==> config.mk <==
export PLATFORM = sky130hd
export DESIGN_NAME = serial_subtractor
export DESIGN_NICKNAME = d
export VERILOG_FILES = /design/src/rtl/serial_subtractor.sv
export SDC_FILE = /design/constraint.sdc
export NUM_CORES = 1
export LEC_CHECK = 0
export CELL_PAD_IN_SITES_DETAIL_PLACEMENT = 1
export CELL_PAD_IN_SITES_GLOBAL_PLACEMENT = 2
export CORE_MARGIN = 1
export CORE_UTILIZATION = 33
export CTS_BUF_LIST = sky130_fd_sc_hd__clkbuf_8
export CTS_CLUSTER_SIZE = 12
export DETAILED_ROUTE_END_ITERATION = 7
export HOLD_SLACK_MARGIN = 0.15
export PLACE_DENSITY_LB_ADDON = 0.15
export SYNTH_ARGS = -nofsm -noshare
export SYNTH_HDL_FRONTEND = slang
export SYNTH_SLANG_ARGS = --single-unit
==> constraint.sdc <==
create_clock -name i_clk -period 1.5 [get_ports i_clk]
set_input_delay 0.225 -clock i_clk [delete_from_list [all_inputs] [get_ports i_clk]]
set_output_delay 0.225 -clock i_clk [all_outputs]
set_load 0.005 [all_outputs]
==> src/rtl/serial_subtractor.sv <==
// Bit-serial unsigned subtractor: one result bit per clock, LSB first.
// A result is ready WIDTH+1 clocks after an accepted start. Throughput is one
// result per WIDTH+2 clocks.
// Optional feature: define SERIAL_SUB_OVERFLOW_EN to add o_overflow, the
// two's-complement overflow flag of the subtraction.
module serial_subtractor #(
  parameter int unsigned WIDTH = 8
) (
  input  logic             i_clk,
  input  logic             i_reset,
  input  logic             i_start,
  input  logic [WIDTH-1:0] i_a,
  input  logic [WIDTH-1:0] i_b,
  output logic [WIDTH-1:0] o_diff,
  output logic             o_borrow,
`ifdef SERIAL_SUB_OVERFLOW_EN
  output logic             o_overflow,
`endif
  output logic             o_busy,
  output logic             o_done
);

  localparam int unsigned CntW = (WIDTH > 1) ? $clog2(WIDTH) : 1;

  typedef enum logic [1:0] {StIdle, StShift, StDone} state_e;

  state_e            state_q, state_d;
  logic [WIDTH-1:0]  a_q, a_d;
  logic [WIDTH-1:0]  b_q, b_d;
  logic [WIDTH-1:0]  res_q, res_d;
  logic [WIDTH-1:0]  diff_q, diff_d;
  logic [CntW-1:0]   cnt_q, cnt_d;
  logic              br_q, br_d;
  logic              borrow_q, borrow_d;
  logic              done_q, done_d;
`ifdef SERIAL_SUB_OVERFLOW_EN
  logic              a_msb_q, a_msb_d;
  logic              b_msb_q, b_msb_d;
  logic              ovf_q, ovf_d;
`endif

  // One full-subtractor cell on the current LSBs.
  logic sub_bit;
  logic sub_br;
  assign sub_bit = a_q[0] ^ b_q[0] ^ br_q;
  assign sub_br  = (~a_q[0] & b_q[0]) | (~(a_q[0] ^ b_q[0]) & br_q);

  // Next-state, datapath and completion logic.
  always_comb begin
    state_d  = state_q;
    a_d      = a_q;
    b_d      = b_q;
    res_d    = res_q;
    diff_d   = diff_q;
    cnt_d    = cnt_q;
    br_d     = br_q;
    borrow_d = borrow_q;
    done_d   = 1'b0;
`ifdef SERIAL_SUB_OVERFLOW_EN
    a_msb_d  = a_msb_q;
    b_msb_d  = b_msb_q;
    ovf_d    = ovf_q;
`endif
    unique case (state_q)
      StIdle: begin
        if (i_start) begin
          a_d     = i_a;
          b_d     = i_b;
          br_d    = 1'b0;
          cnt_d   = '0;
          state_d = StShift;
`ifdef SERIAL_SUB_OVERFLOW_EN
          a_msb_d = i_a[WIDTH-1];
          b_msb_d = i_b[WIDTH-1];
`endif
        end
      end
      StShift: begin
        res_d = {sub_bit, res_q[WIDTH-1:1]};
        a_d   = a_q >> 1;
        b_d   = b_q >> 1;
        br_d  = sub_br;
        cnt_d = cnt_q + CntW'(1);
        if (cnt_q == CntW'(WIDTH - 1)) begin
          state_d = StDone;
        end
      end
      StDone: begin
        diff_d   = res_q;
        borrow_d = br_q;
        done_d   = 1'b1;
        state_d  = StIdle;
`ifdef SERIAL_SUB_OVERFLOW_EN
        ovf_d    = (a_msb_q != b_msb_q) && (res_q[WIDTH-1] != a_msb_q);
`endif
      end
      default: state_d = StIdle;
    endcase
  end

  // State register with synchronous reset; reset aborts any operation.
  always_ff @(posedge i_clk) begin
    if (i_reset) begin
      state_q  <= StIdle;
      a_q      <= '0;
      b_q      <= '0;
      res_q    <= '0;
      diff_q   <= '0;
      cnt_q    <= '0;
      br_q     <= 1'b0;
      borrow_q <= 1'b0;
      done_q   <= 1'b0;
`ifdef SERIAL_SUB_OVERFLOW_EN
      a_msb_q  <= 1'b0;
      b_msb_q  <= 1'b0;
      ovf_q    <= 1'b0;
`endif
    end else begin
      state_q  <= state_d;
      a_q      <= a_d;
      b_q      <= b_d;
      res_q    <= res_d;
      diff_q   <= diff_d;
      cnt_q    <= cnt_d;
      br_q     <= br_d;
      borrow_q <= borrow_d;
      done_q   <= done_d;
`ifdef SERIAL_SUB_OVERFLOW_EN
      a_msb_q  <= a_msb_d;
      b_msb_q  <= b_msb_d;
      ovf_q    <= ovf_d;
`endif
    end
  end

  assign o_diff   = diff_q;
  assign o_borrow = borrow_q;
  assign o_busy   = (state_q != StIdle);
  assign o_done   = done_q;
`ifdef SERIAL_SUB_OVERFLOW_EN
  assign o_overflow = ovf_q;
`endif

endmodule
# After elaboration in Yosys (flattened, before gate mapping)
# Cells that the tools add are included.
[op_classes]
n_addsub = 1
multipliers = 0
n_div = 0
order_cmp = 0
eq_ne = 5
shifts = 0
muxes = 12
bitwise = 7
reduce_logical = 5
[ops]
columns = ["operator", "n"]
rows = [
  ["$pmux 8 s2", 2],
  ["$mux 8", 2],
  ["$pmux 3 s2", 1],
  ["$mux 2", 2],
  ["$ne 2x2->1 const B", 2],
  ["$pmux 2 s2", 1],
  ["$reduce_and 2->1", 2],
  ["$reduce_bool 2->1", 2],
  ["$add 3x1->3 const B", 1],
  ["$eq 3x3->1 const B", 1],
  ["$mux 3", 1],
  ["$and 1x1->1", 2],
  ["$eq 2x1->1 const B", 1],
  ["$eq 2x2->1 const B", 1],
  ["$logic_not 2->1", 1],
  ["$mux 1", 2],
  ["$not 1->1", 2],
  ["$pmux 1 s2", 1],
  ["$xor 1x1->1", 2],
  ["$or 1x1->1", 1],
]
[totals]
register_bits = 40
latch_bits = 0
ram_bits = 0
romBits = 0
output_inout_bits = 11
elab_cells = 39
n_memories = 0

# Depth between registers and ports, before layout
[depth]
word_depth = 5
mapped_depth = 6
ltp_nobuf = 5

# Least setup slack after synthesis
# Ideal clock, no wire load.
[synth_path]
path_type = "reg-to-reg"
start = "register state_q[1]"
end = "register b_q[4]"
setup_ns = 0.119
arrival_time_ns = 1.033
required_ns = 1.381
slack_ns = 0.348
stages_incl_launch_ff = 6
cell_sequence = "dfxtp_1 -> buf_6 -> nor2_1 -> nand2_1 -> buf_6 -> o221a_2"
[synth_between]
elab_chain_cells = 3
[synth_rtl]
columns = ["item", "line_no", "text"]
rows = [
  ["start: declaration", "27", "state_e state_q, state_d;"],
  ["start signal: assignment", "104", "state_q <= StIdle;"],
  ["start signal: assignment", "119", "state_q <= state_d;"],
  ["$eq 2x1->1 / $logic_not 2->1 (equally long branches)", "64", "unique case (state_q)"],
  ["$reduce_bool 2->1 (no line) / $ne 2x2->1 (equally long branches)", "n/a", ""],
  ["$reduce_and 2->1 (no line)", "n/a", ""],
  ["end signal: assignment", "106", "b_q <= '0;"],
  ["end signal: assignment", "121", "b_q <= b_d;"],
  ["end: declaration", "29", "logic [WIDTH-1:0] b_q, b_d;"],
]
# Parallel ways exist; a longest one is shown, timed or not.
# A chain may end at the register's enable or synchronous reset.

# Worst setup path in the final report
[layout_path]
start = "register state_q[0]"
end = "register b_q[5]"
# Same word-level chain as after synthesis.

==> impl_metrics.yaml <==
run_status:
  status: "finished clean"
sta:
  worst_pin_slew_ps: 600
  setup_viol: 0
  fmax_ghz: 0.723
  relSlewSlack_pct: 60.0
  finalClockSkew_ps: 3.16
  period_needed_ps: 1380
  drv_slew: 0
  rsz0062_at_grt: "false"
  hold_viol_final: 0
  period_share_pct: 92.2
  worst_slack_ps: 117
pwr:
  power-per-cell-area_nw_per_um2: 999
  peakVddDrop_mv: 0.350
  leakagePower_nw: 0.789
die:
  num_rows: 25
  die_y_um: 72.7
  coreArea_um2: 4750
  die_x_um: 72.7
  start_util_pct: 34.7
  pin_count: 30
  die-area_um2: 5280
place:
  hpwl_mm: 2.48
  place_congestion: 0.706
  io_buffers: 29
  pre_cts_slack_ps: -215
  place_inst: 267
global_route:
  grt.overflow.total: 0
  antenna_found_initial: 0
  grt_max_degree: 41
  first_global_vias: 1294
  grt_pass1_wl_mm: 6.13
  track_usage_pct: 15.3
yosys:
  ys_seq_elements: 40
  netlist_instances: 178
  synth_area_leaders: "dfxtp_1, nand2_1, a21oi_1"
  synth.net_count: 200
  post-synth-top-count-cell: "dfxtp_1"
  synth_async_sr_flop_share_pct: 0
  yosysSeqAreaShare_pct: 48.6
  synth_top_area_cell: "dfxtp_1"
  synth_common_cells: "dfxtp_1, nand2_1, a21oi_1"
  synth_edf_count: 0
  ys.flop_type: "dfxtp_1"
  syn_avg_cell_area_um2: 9.26
  synth_top_area_share_pct: 48.6
  synth_cell_type_count: 25
  ys_warn_count: 0
  netlist_area_um2: 1650
worst_setup_path:
  crit_arrival_ps: 1620
  end_kind: "register"
  critical_path_class: "reg -> reg"
  critPathLaunchType: "register"
  path_cells: "buf_4 > nor2_1 > nor2_2 > o221a_2"
  path_buf_inv: 1
  cp_slowest_cell: "nor2_2"
  critPathRequiredTime_ps: 1730
  crit_family: "simple AND/OR/NAND/NOR gates"
  cp_max_fo: 14
  crit_path_max_incr_delay_ps: 470
layout:
  final_core_util_pct: 44.4
  fin_nets: 231
  fillCellCount: 554
  area_delta_synth_final_pct: 28.2
  drive_above_1_share_pct: 16.7
  fin_cells: 277
  diodes: 0
route:
  drtAntennaViolNets: 0
  post_drt_via_cell_ratio: 4.76
  drc: 0
  dr.first_iter.drc_count: 61
  drtPass1Iterations: 4
  routed_wl_mm: 3.63
  wl_per_cell_um: 13.1
  vias: 1318
clock_tree:
  numCtsBuffers: 5
  tritoncts: "yes"
  htreeDepth: 2
  clock_sinks: 40
  clockBufferDepth: 2
  cts_root_buf: "clkbuf_8"
  clock_latency_ps: 290
  path_clk_slew_ps: 70
hold_path:
  hold_class: "reg -> reg"
flow_run:
  maxCapViolCount: 0
==> metrics by stage <==
stage	hold slack, ps	setup TNS [ps]	cell area [um^2]	total power, mW
final	456	0	2110	2.11
after global routing	485	0	2110	2.22
after CTS	462	0	2100	2.15
after detailed placement	451	-2780	1990	1.41
after global placement	444	-1640	1990	1.40
after floorplan	373	0	1650	1.32
==> sequential cells by signal, summed over array words and instances (netlist names) <==
name      count
o_diff        8
cnt_q         3
a_q           8
br_q          1
res_q         8
b_q           8
o_borrow      1
state_q       2
o_done        1
==> per-layer routing <==
metal	vias to the layer above	global-route usage (%)	wire length (um)
li1	659	-	-
met1	631	20.4	1820
met2	23	23.6	1620
met3	5	3.73	133
met4	0	6.54	53
met5	-	0	0
==> final timing paths <==
kind	startpoint	endpoint	slack [ps]	depth (start not counted)
worst max register to register	state_q[0]	b_q[5]	120	4
worst min register to register	o_diff[0]	o_diff[0]	460	2
worst min-delay path	o_diff[0]	o_diff[0]	460	2
worst max-delay path	state_q[0]	b_q[5]	120	4
==> cells in the final DEF, fill, tap and decap left out, drive strengths merged <==
master / netlist / layout
nand2b: 2 / 2
a21oi: 30 / 30
fa: 1 / 1
mux2i: 2 / 2
a211oi: 1 / 1
o21bai: 1 / 1
dfxtp: 40 / 40
inv: 17 / 19
a22oi: 5 / 5
nor2: 11 / 11
nand2: 33 / 33
nor2b: 2 / 2
nor3: 2 / 2
clkbuf: 3 / 6
buf: 11 / 9
nor3b: 1 / 1
ha: 2 / 2
o221a: 14 / 14
dlymetal6s2s: 0 / 1
clkdlybuf4s50: 0 / 28
==> layout make-up <==
cell class | instances | area (um^2) | share of cell area, %
Clock buffer | 6 | 82.6 | 3.91
Clock inverter | 2 | 7.51 | 0.355
Inverter | 17 | 63.8 | 3.02
Multi-Input combinational cell | 107 | 682 | 32.3
Tap cell | 67 | 83.8 | 3.97
Timing Repair Buffer | 38 | 385 | 18.2
Sequential cell | 40 | 808 | 38.2
==> power by group <==
group          switching (mW)  internal (mW)  leakage [nW]  total (mW)
Combinational           0.121          0.134         0.407       0.255
Sequential             0.0284           1.11         0.328        1.13
Clock                   0.360          0.362        0.0538       0.722
Total                   0.509           1.60         0.789        2.11
==> worst reg2reg max path: cells and delay by family, from the launching register on <==
family          cells  cell delay, ps
simple gates        2             530
flops               1             360
compound gates      1             290
buf+inv             1             150
==> logic make-up (layout without fill, tap and decap cells) <==
group,after synthesis,after routing,share of synthesized area (%)
AOI/OAI and AO/OA,51,51,23.8
adders and majority gates,3,3,2.73
buffers and inverters,31,63,10.5
DFF,40,40,48.6
muxes,2,2,1.21
and+or+nand+nor,51,51,13.2
==> timing repair <==
action,CTS,global route
hold buffers,0,0
setup buffers,1,1
gates resized for setup,5,2
endpoints found under the setup margin,1,1
pin swaps,0,0
Power figures use the tool's default switching activity.
